==> src/rtl/beer_tap_arbiter.sv <==
// beer_tap_arbiter: round-robin sequencer sharing one draft unit among N_REQ taps,
// with keg-empty blocking, pour timeout and a saturating pour counter.
module beer_tap_arbiter #(
    parameter int N_REQ     = 4,
    parameter int LEVEL_W   = 4,
    parameter int MIN_LEVEL = 1,
    parameter int TIMEOUT   = 15
) (
    input  logic               clk,
    input  logic               reset,
    input  logic [N_REQ-1:0]   req,
    input  logic [LEVEL_W-1:0] beer_level,
    input  logic               pour_done,
    output logic [N_REQ-1:0]   grant,
    output logic               draft,
    output logic               busy,
    output logic               keg_empty,
    output logic               timeout_err,
    output logic [7:0]         pour_count,
    output logic [3:0]         state_display
);
    localparam int PW = $clog2(N_REQ);
    localparam int TW = $clog2(TIMEOUT);
    typedef enum logic [1:0] {IDLE = 2'd0, POUR = 2'd1, RELEASE = 2'd2, EMPTY = 2'd3} state_t;
    state_t state, state_n;
    logic [N_REQ-1:0] grant_n;
    logic [PW-1:0] ptr, ptr_n, win;
    logic [TW-1:0] timer, timer_n;
    logic [7:0] count_n;
    logic draft_n, terr_n, low_level;
    assign low_level = beer_level < LEVEL_W'(MIN_LEVEL);
    // Walk downward so the closest set bit at or above ptr is the last one written.
    always_comb begin
        win = '0;
        for (int i = N_REQ - 1; i >= 0; i--)
            if (req[(int'(ptr) + i) % N_REQ]) win = PW'((int'(ptr) + i) % N_REQ);
    end
    always_comb begin
        state_n = state;
        grant_n = grant;
        draft_n = 1'b0;
        timer_n = timer;
        ptr_n   = ptr;
        count_n = pour_count;
        terr_n  = timeout_err;
        case (state)
            IDLE: begin
                if (low_level) begin
                    state_n = EMPTY;
                end else if (|req) begin
                    state_n = POUR;
                    grant_n = {{(N_REQ-1){1'b0}}, 1'b1} << win;
                    draft_n = 1'b1;
                    timer_n = '0;
                    ptr_n   = PW'((int'(win) + 1) % N_REQ);
                end
            end
            POUR: begin
                timer_n = timer + 1'b1;
                if (pour_done) begin
                    state_n = RELEASE;
                    count_n = (pour_count == 8'hFF) ? pour_count : pour_count + 8'd1;
                end else if (timer == TW'(TIMEOUT - 1)) begin
                    state_n = RELEASE;
                    terr_n  = 1'b1;
                end
            end
            RELEASE: begin
                if ((req & grant) == '0) begin
                    state_n = IDLE;
                    grant_n = '0;
                end
            end
            EMPTY: begin
                grant_n = '0;
                if (!low_level) state_n = IDLE;
            end
            default: state_n = IDLE;
        endcase
    end
    always_ff @(posedge clk) begin
        if (reset) begin
            state         <= IDLE;
            grant         <= '0;
            draft         <= 1'b0;
            timer         <= '0;
            ptr           <= '0;
            pour_count    <= '0;
            timeout_err   <= 1'b0;
            busy          <= 1'b0;
            keg_empty     <= 1'b0;
            state_display <= 4'd0;
        end else begin
            state         <= state_n;
            grant         <= grant_n;
            draft         <= draft_n;
            timer         <= timer_n;
            ptr           <= ptr_n;
            pour_count    <= count_n;
            timeout_err   <= terr_n;
            busy          <= (state_n == POUR) || (state_n == RELEASE);
            keg_empty     <= state_n == EMPTY;
            state_display <= 4'(state_n);
        end
    end
endmodule

==> config.mk <==
export PLATFORM = sky130hd
export DESIGN_NAME = beer_tap_arbiter
export DESIGN_NICKNAME = d
export VERILOG_FILES = /design/src/rtl/beer_tap_arbiter.sv
export SDC_FILE = /design/constraint.sdc
export NUM_CORES = 1
export LEC_CHECK = 0
export CAP_MARGIN = 20
export CORE_AREA = 3 3 52 101
export CTS_BUF_LIST = sky130_fd_sc_hd__clkbuf_16
export DETAILED_ROUTE_END_ITERATION = 16
export DIE_AREA = 0 0 55 104
export PLACE_DENSITY = 0.63
export SKIP_LAST_GASP = 1
export SLEW_MARGIN = 5
export SYNTH_ARGS = -nofsm -noshare
export SYNTH_HDL_FRONTEND = slang
export SYNTH_SLANG_ARGS = --single-unit
==> constraint.sdc <==
create_clock -name clk -period 2.8 [get_ports clk]
set_clock_uncertainty 0.2 [all_clocks]
set_input_delay 0.56 -clock clk [delete_from_list [all_inputs] [get_ports clk]]
set_output_delay 0.56 -clock clk [all_outputs]
set_load 0.01 [all_outputs]
=== Word-level counts from Yosys, hierarchy flattened ===
Index checks and enable logic that the tools add are counted.

* Equal/unequal tests: 11
* Order comparisons: 5
* Shift operators: 1
* Multiplexer cells: 30
* Div/mod/pow operators: 0
* $add $sub $neg: 6
* Reductions and logical operators: 15
* Multiply operators: 0
* Bitwise gates (word level): 8

{| class="wikitable"
|+ Operator list
! operator !! count
|-
| two-way mux 2 bit || 10
|-
| two-way mux 4 bit || 5
|-
| less-than comparator 3 x 4 -> 1 bit (second input constant) || 3
|-
| case mux 4 bit (3 select lines) || 1
|-
| AND reduction 3 bit || 4
|-
| adder 8 x 1 -> 8 bit (second input constant) || 1
|-
| binary-select mux 1 bit (select 2 bit) || 4
|-
| equality test 2 bit (second input constant) || 4
|-
| equality test 8 bit (second input constant) || 1
|-
| two-way mux 1 bit || 8
|-
| case mux 2 bit (4 select lines) || 1
|-
| case mux 4 bit (2 select lines) || 1
|-
| != test 2 bit (second input constant) || 3
|-
| OR reduction 2 bit || 3
|-
| adder 2 x 1 -> 2 bit (second input constant) || 2
|-
| adder 2 bit (second input constant) || 2
|-
| adder 4 x 1 -> 4 bit (second input constant) || 1
|-
| bitwise AND 4 bit || 1
|-
| equality test 2 x 1 -> 1 bit (second input constant) || 2
|-
| equality test 4 bit (second input constant) || 1
|-
| logical NOT 4 bit || 1
|-
| less-than comparator 4 x 1 -> 1 bit (second input constant) || 1
|-
| NOT 1 bit || 4
|-
| AND reduction 4 bit || 1
|-
| other kinds (9) || 11
|}

* Memory bits (read-only): 0
* Memories kept: 0
* Logic and storage cells: 86
* Bits of input ports: 11
* Output and inout bits: 20
* RAM bits: 0
* Latch bits: 0
* Flip-flop bits (word level): 26

=== Longest topological paths before layout ===
* Depth in word-level cells: 14
* Mapped depth: 8

=== Worst setup path after synthesis ===
OpenSTA, ideal clock, no wires.

* Kind: input to register
* Start point: in beer_level[1]
* End point: reg busy
* Data arrival time: 1.739 ns
* Stages on the path: 5
* Setup slack: 0.734 ns
* Setup time: 0.128 ns
* Path through: nor4_2 -> nand2_1 -> a311oi_1 -> ha_1 -> nor2b_1

* Longest elaborated chain between the ends: 5

{| class="wikitable"
|+ RTL lines
! item !! line !! text
|-
| start: declaration || 12 || <nowiki>input logic [LEVEL_W-1:0] beer_level,</nowiki>
|-
| less-than comparator 4 x 1 -> 1 bit * || 31 || <nowiki>assign low_level = beer_level < LEVEL_W'(MIN_LEVEL);</nowiki>
|-
| two-way mux 2 bit, on equally long branches || 76, 48 ||
|-
| case mux 2 bit (4 select lines) * || 46 || <nowiki>case (state)</nowiki>
|-
| equality test 2 x 1 -> 1 bit / equality test 2 bit (equally long branches) || 101 || <nowiki>busy <= (state_n == POUR) || (state_n == RELEASE);</nowiki>
|-
| logical OR 1 bit * || 101 ||
|-
| end signal: assignment || 101 ||
|-
| end: declaration || 16 || <nowiki>output logic busy,</nowiki>
|}

Mark *: on every way between the ends. The rest lies on a longest branch, timed or not.
A chain may end at the register's enable or synchronous reset.

=== Worst setup path in the final report ===
Same ends and word-level chain as after synthesis.

==> impl_metrics.csv <==
group,metric,value,unit
die,floorplan.die.width,55,µm
critical_path,arrival,2.37,ns
critical_path,rr_endpoint,"busy$_SDFF_PP0_",
critical_path,r2r-start,"state[1]$_SDFF_PP0_",
sta,rsz0062_at_grt,"false",
routing,viasPerCell,5.157,
die,num_rows,35,
sta,period_minus_slack,2.429,ns
synthesis,postSynthCellCount,150,
sta,finalHoldViolations,0,
clocking,hold_buffers,0,
routing,dr_total_vias,1217,
clocking,clock_path_buffers,2,
critical_path,critPathMaxStageDelay,0.49,ns
critical_path,path_cells,"clkdlybuf4s50_1, nor4_2, nand2_1, a311oi_1, ha_1, nor2b_1",
placement,place.detailed.hpwl,2440,µm
critical_path,worstPathRequired,2.74,ns
grt,grt_pass1_wl,5257,µm
critical_path,crit_type,"input pin to flop",
routing,first_pass_iters,4,
critical_path,r2r_setup_slack,0.43,ns
status,status,"finished, final reports clean",
grt,grt_use_total,0.1196,
finish,finalNonFillerCells,236,
clocking,post_cts_buffers,0,
finish,diodes,0,
die,start_util,0.2895,
placement,port_buffers,28,
grt,grt_pass1_vias,1183,
critical_path,cp_max_fo,4,
synthesis,syn_area,1344,µm²
clocking,cts.sinks,24,
job,max-cap-violations,0,
grt,antenna_found_initial,0,
routing,ant_nets,0,
critical_path,critPathLaunchType,"input pin",
clocking,h-tree-depth,1,
sta,fin_crit_sh,0.8675,
critical_path,crit_buf_inv,1,
routing,drt-initial-drc-count,32,
finish,layout.nets,206,
synthesis,ys_seq_area_frac,0.3575,
routing,drt_wl_total,3129,µm
synthesis,yosysWarningCount,0,
clocking,cts_resized,0,
sta,whs,0.2895,ns
die,dieHeight,104,µm
synthesis,synth_cell_type_count,40,
critical_path,cp_slowest_cell,"nor4_2",
sta,slew_viol_final,0,
sta,setup_tns,0,ns
power_and_ir_drop,power_density,814.7,nW/µm²
finish,drive_gt1_frac,0.06630,
die,core_area,4642,µm²
placement,place_area,1700,µm²
grt,grt_overflow,0,
critical_path,end_kind,"flop",
sta,finalSetupViolCount,0,
synthesis,avgSynthCellArea,8.959,µm²
clocking,cts_root_buffer,"clkbuf_16",
synthesis,synth_seq_cells,24,
finish,design_area,1775,µm²
placement,dpl.cell_count,233,
die,num_io_pins,31,
sta,max_freq,411.7,MHz
critical_path,worstSetupStartpoint,"beer_level[1]",
clocking,clk_latency,0.26,ns
die,fp.dieArea,5720,µm²
critical_path,cp.depth,6,
routing,drcViolationCount,0,
critical_path,ff2ff_path_depth,7,
power_and_ir_drop,power,1.447,mW
critical_path,critPathTopFamily,"simple AND/OR/NAND/NOR gates",
placement,gp_congestion,0.7312,
clocking,clk_pin_slew,0.06,ns
clocking,numCtsBuffers,3,
power_and_ir_drop,p_leak,0.6568,nW
clocking,cts_tree,"yes",
power_and_ir_drop,ir_drop,0.5293,mV
finish,syn_to_final_growth,32.12,%
routing,wire_per_inst,13.26,µm
grt,grt_max_degree,23,
worst_hold_path,min_path_type,"flop to flop",
critical_path,crit_path_end,"busy$_SDFF_PP0_",
[metrics by stage]
step	utilization	setup WS [ns]
2_1_floorplan	-	0.7338
5_1_grt	0.3825	0.2390
6_report	0.3825	0.3710
3_5_place_dp	0.3663	0.1018
4_1_cts	0.3825	0.3594
3_3_place_gp	0.3663	0.1418
[worst register-to-register path, delay by kind of cell (launching register included)]
kind	cells	cell delay, ns
fa+ha+maj	2	0.66
compound gates	2	0.56
flops	1	0.38
simple gates	2	0.32
buf+inv	1	0.13
[metal layers]
layer | up-vias | share of wire | track usage
met5 | - | 0 | 0
met4 | 0 | 0.022 | 0.04696
met3 | 6 | 0.041 | 0.01865
met2 | 28 | 0.54 | 0.2042
met1 | 570 | 0.39 | 0.1402
li1 | 613 | - | -
[worst min-delay path by stage]
stage	start	to	slack, ns	depth (start not counted)
2_1_floorplan	timer[0]$_SDFFE_PP0P_	timer[0]$_SDFFE_PP0P_	0.28	2
3_3_place_gp	pour_count[3]$_SDFFE_PP0P_	pour_count[3]$_SDFFE_PP0P_	0.29	1
3_5_place_dp	timeout_err$_SDFFE_PP0P_	timeout_err$_SDFFE_PP0P_	0.29	2
4_1_cts	timeout_err$_SDFFE_PP0P_	timeout_err$_SDFFE_PP0P_	0.30	2
5_1_grt	timer[0]$_SDFFE_PP0P_	timer[0]$_SDFFE_PP0P_	0.35	2
6_report	timeout_err$_SDFFE_PP0P_	timeout_err$_SDFFE_PP0P_	0.29	2
[final cells by class]
type / instances / area (µm²)
Fill cell: 527 / 2867
Inverter: 6 / 22.52
Clock buffer: 3 / 75.07
Tap cell: 55 / 68.82
Sequential cell: 24 / 480.5
Multi-Input combinational cell: 116 / 818.3
Timing Repair Buffer: 32 / 310.3
[report_power, final]
| part | switching (mW) | internal, mW |
|---|---|---|
| sequential | 0.0757 | 0.418 |
| combinational | 0.323 | 0.327 |
| clock | 0.115 | 0.189 |
| total | 0.513 | 0.934 |
[cells in the mapped netlist]
| master | count | share of area |
|---|---|---|
| xnor2_1 | 2 | 0.013 |
| nand2_1 | 7 | 0.020 |
| ha_1 | 12 | 0.11 |
| a41oi_1 | 1 | 0.0065 |
| a22o_1 | 7 | 0.046 |
| or4b_1 | 1 | 0.0074 |
| o21bai_1 | 1 | 0.0056 |
| nand3b_1 | 2 | 0.011 |
| nor4_2 | 1 | 0.0093 |
| o21ai_0 | 7 | 0.026 |
| nand2b_1 | 3 | 0.014 |
| a31o_2 | 1 | 0.0065 |
| a311oi_1 | 2 | 0.013 |
| inv_1 | 6 | 0.017 |
| mux2i_1 | 3 | 0.022 |
| o21a_4 | 1 | 0.011 |
| nand3_1 | 7 | 0.026 |
| nand4_1 | 2 | 0.0093 |
| dfxtp_1 | 24 | 0.36 |
| nor3_1 | 4 | 0.015 |
| buf_4 | 2 | 0.011 |
| or4_1 | 2 | 0.011 |
| o21a_1 | 1 | 0.0056 |
| clkbuf_1 | 3 | 0.0084 |
| a211oi_1 | 1 | 0.0056 |
| nor4_4 | 1 | 0.016 |
| and2_1 | 1 | 0.0047 |
| a32oi_1 | 1 | 0.0065 |
| a31oi_1 | 6 | 0.028 |
| o22a_1 | 1 | 0.0065 |
| and4_1 | 2 | 0.013 |
| conb_1 | 1 | 0.0028 |
| o41ai_2 | 1 | 0.012 |
| nand4b_1 | 1 | 0.0065 |
| nor2b_1 | 5 | 0.023 |
| o21ai_1 | 1 | 0.0037 |
| xor2_1 | 1 | 0.0065 |
| a21oi_1 | 10 | 0.037 |
| nor2_1 | 14 | 0.039 |
| and3_1 | 1 | 0.0047 |
[cell families (layout without fill, tap and decap cells)]
logic type / after synthesis / after routing / share of synthesized area
and+or+nand+nor: 54 / 54 / 0.2300
adders and majority gates: 12 / 12 / 0.1117
xor gates and xnor gates: 3 / 3 / 0.01956
muxes: 3 / 3 / 0.02235
DFF: 24 / 24 / 0.3575
buffers and inverters: 11 / 41 / 0.03631
other: 1 / 2 / 0.002791
AOI/OAI and AO/OA: 42 / 42 / 0.2198
[state kept, by name, summed over array words and instances (netlist names)]
register / cells
busy: 1
timeout_err: 1
state: 2
timer: 4
draft: 1
grant: 4
keg_empty: 1
ptr: 2
pour_count: 8
[placed cells by master, fill, tap and decap left out, types with 5 or more instances in the layout]
| cell | Yosys | layout |
|---|---|---|
| ha_1 | 12 | 12 |
| nor2b_1 | 5 | 5 |
| dfxtp_1 | 24 | 24 |
| nand2_1 | 7 | 7 |
| inv_1 | 6 | 6 |
| o21ai_0 | 7 | 7 |
| nand3_1 | 7 | 7 |
| a21oi_1 | 10 | 10 |
| a22o_1 | 7 | 7 |
| clkdlybuf4s50_1 | 0 | 28 |
| nor2_1 | 14 | 14 |
| a31oi_1 | 6 | 6 |
Note: power is estimated with default switching activity, not from simulation.
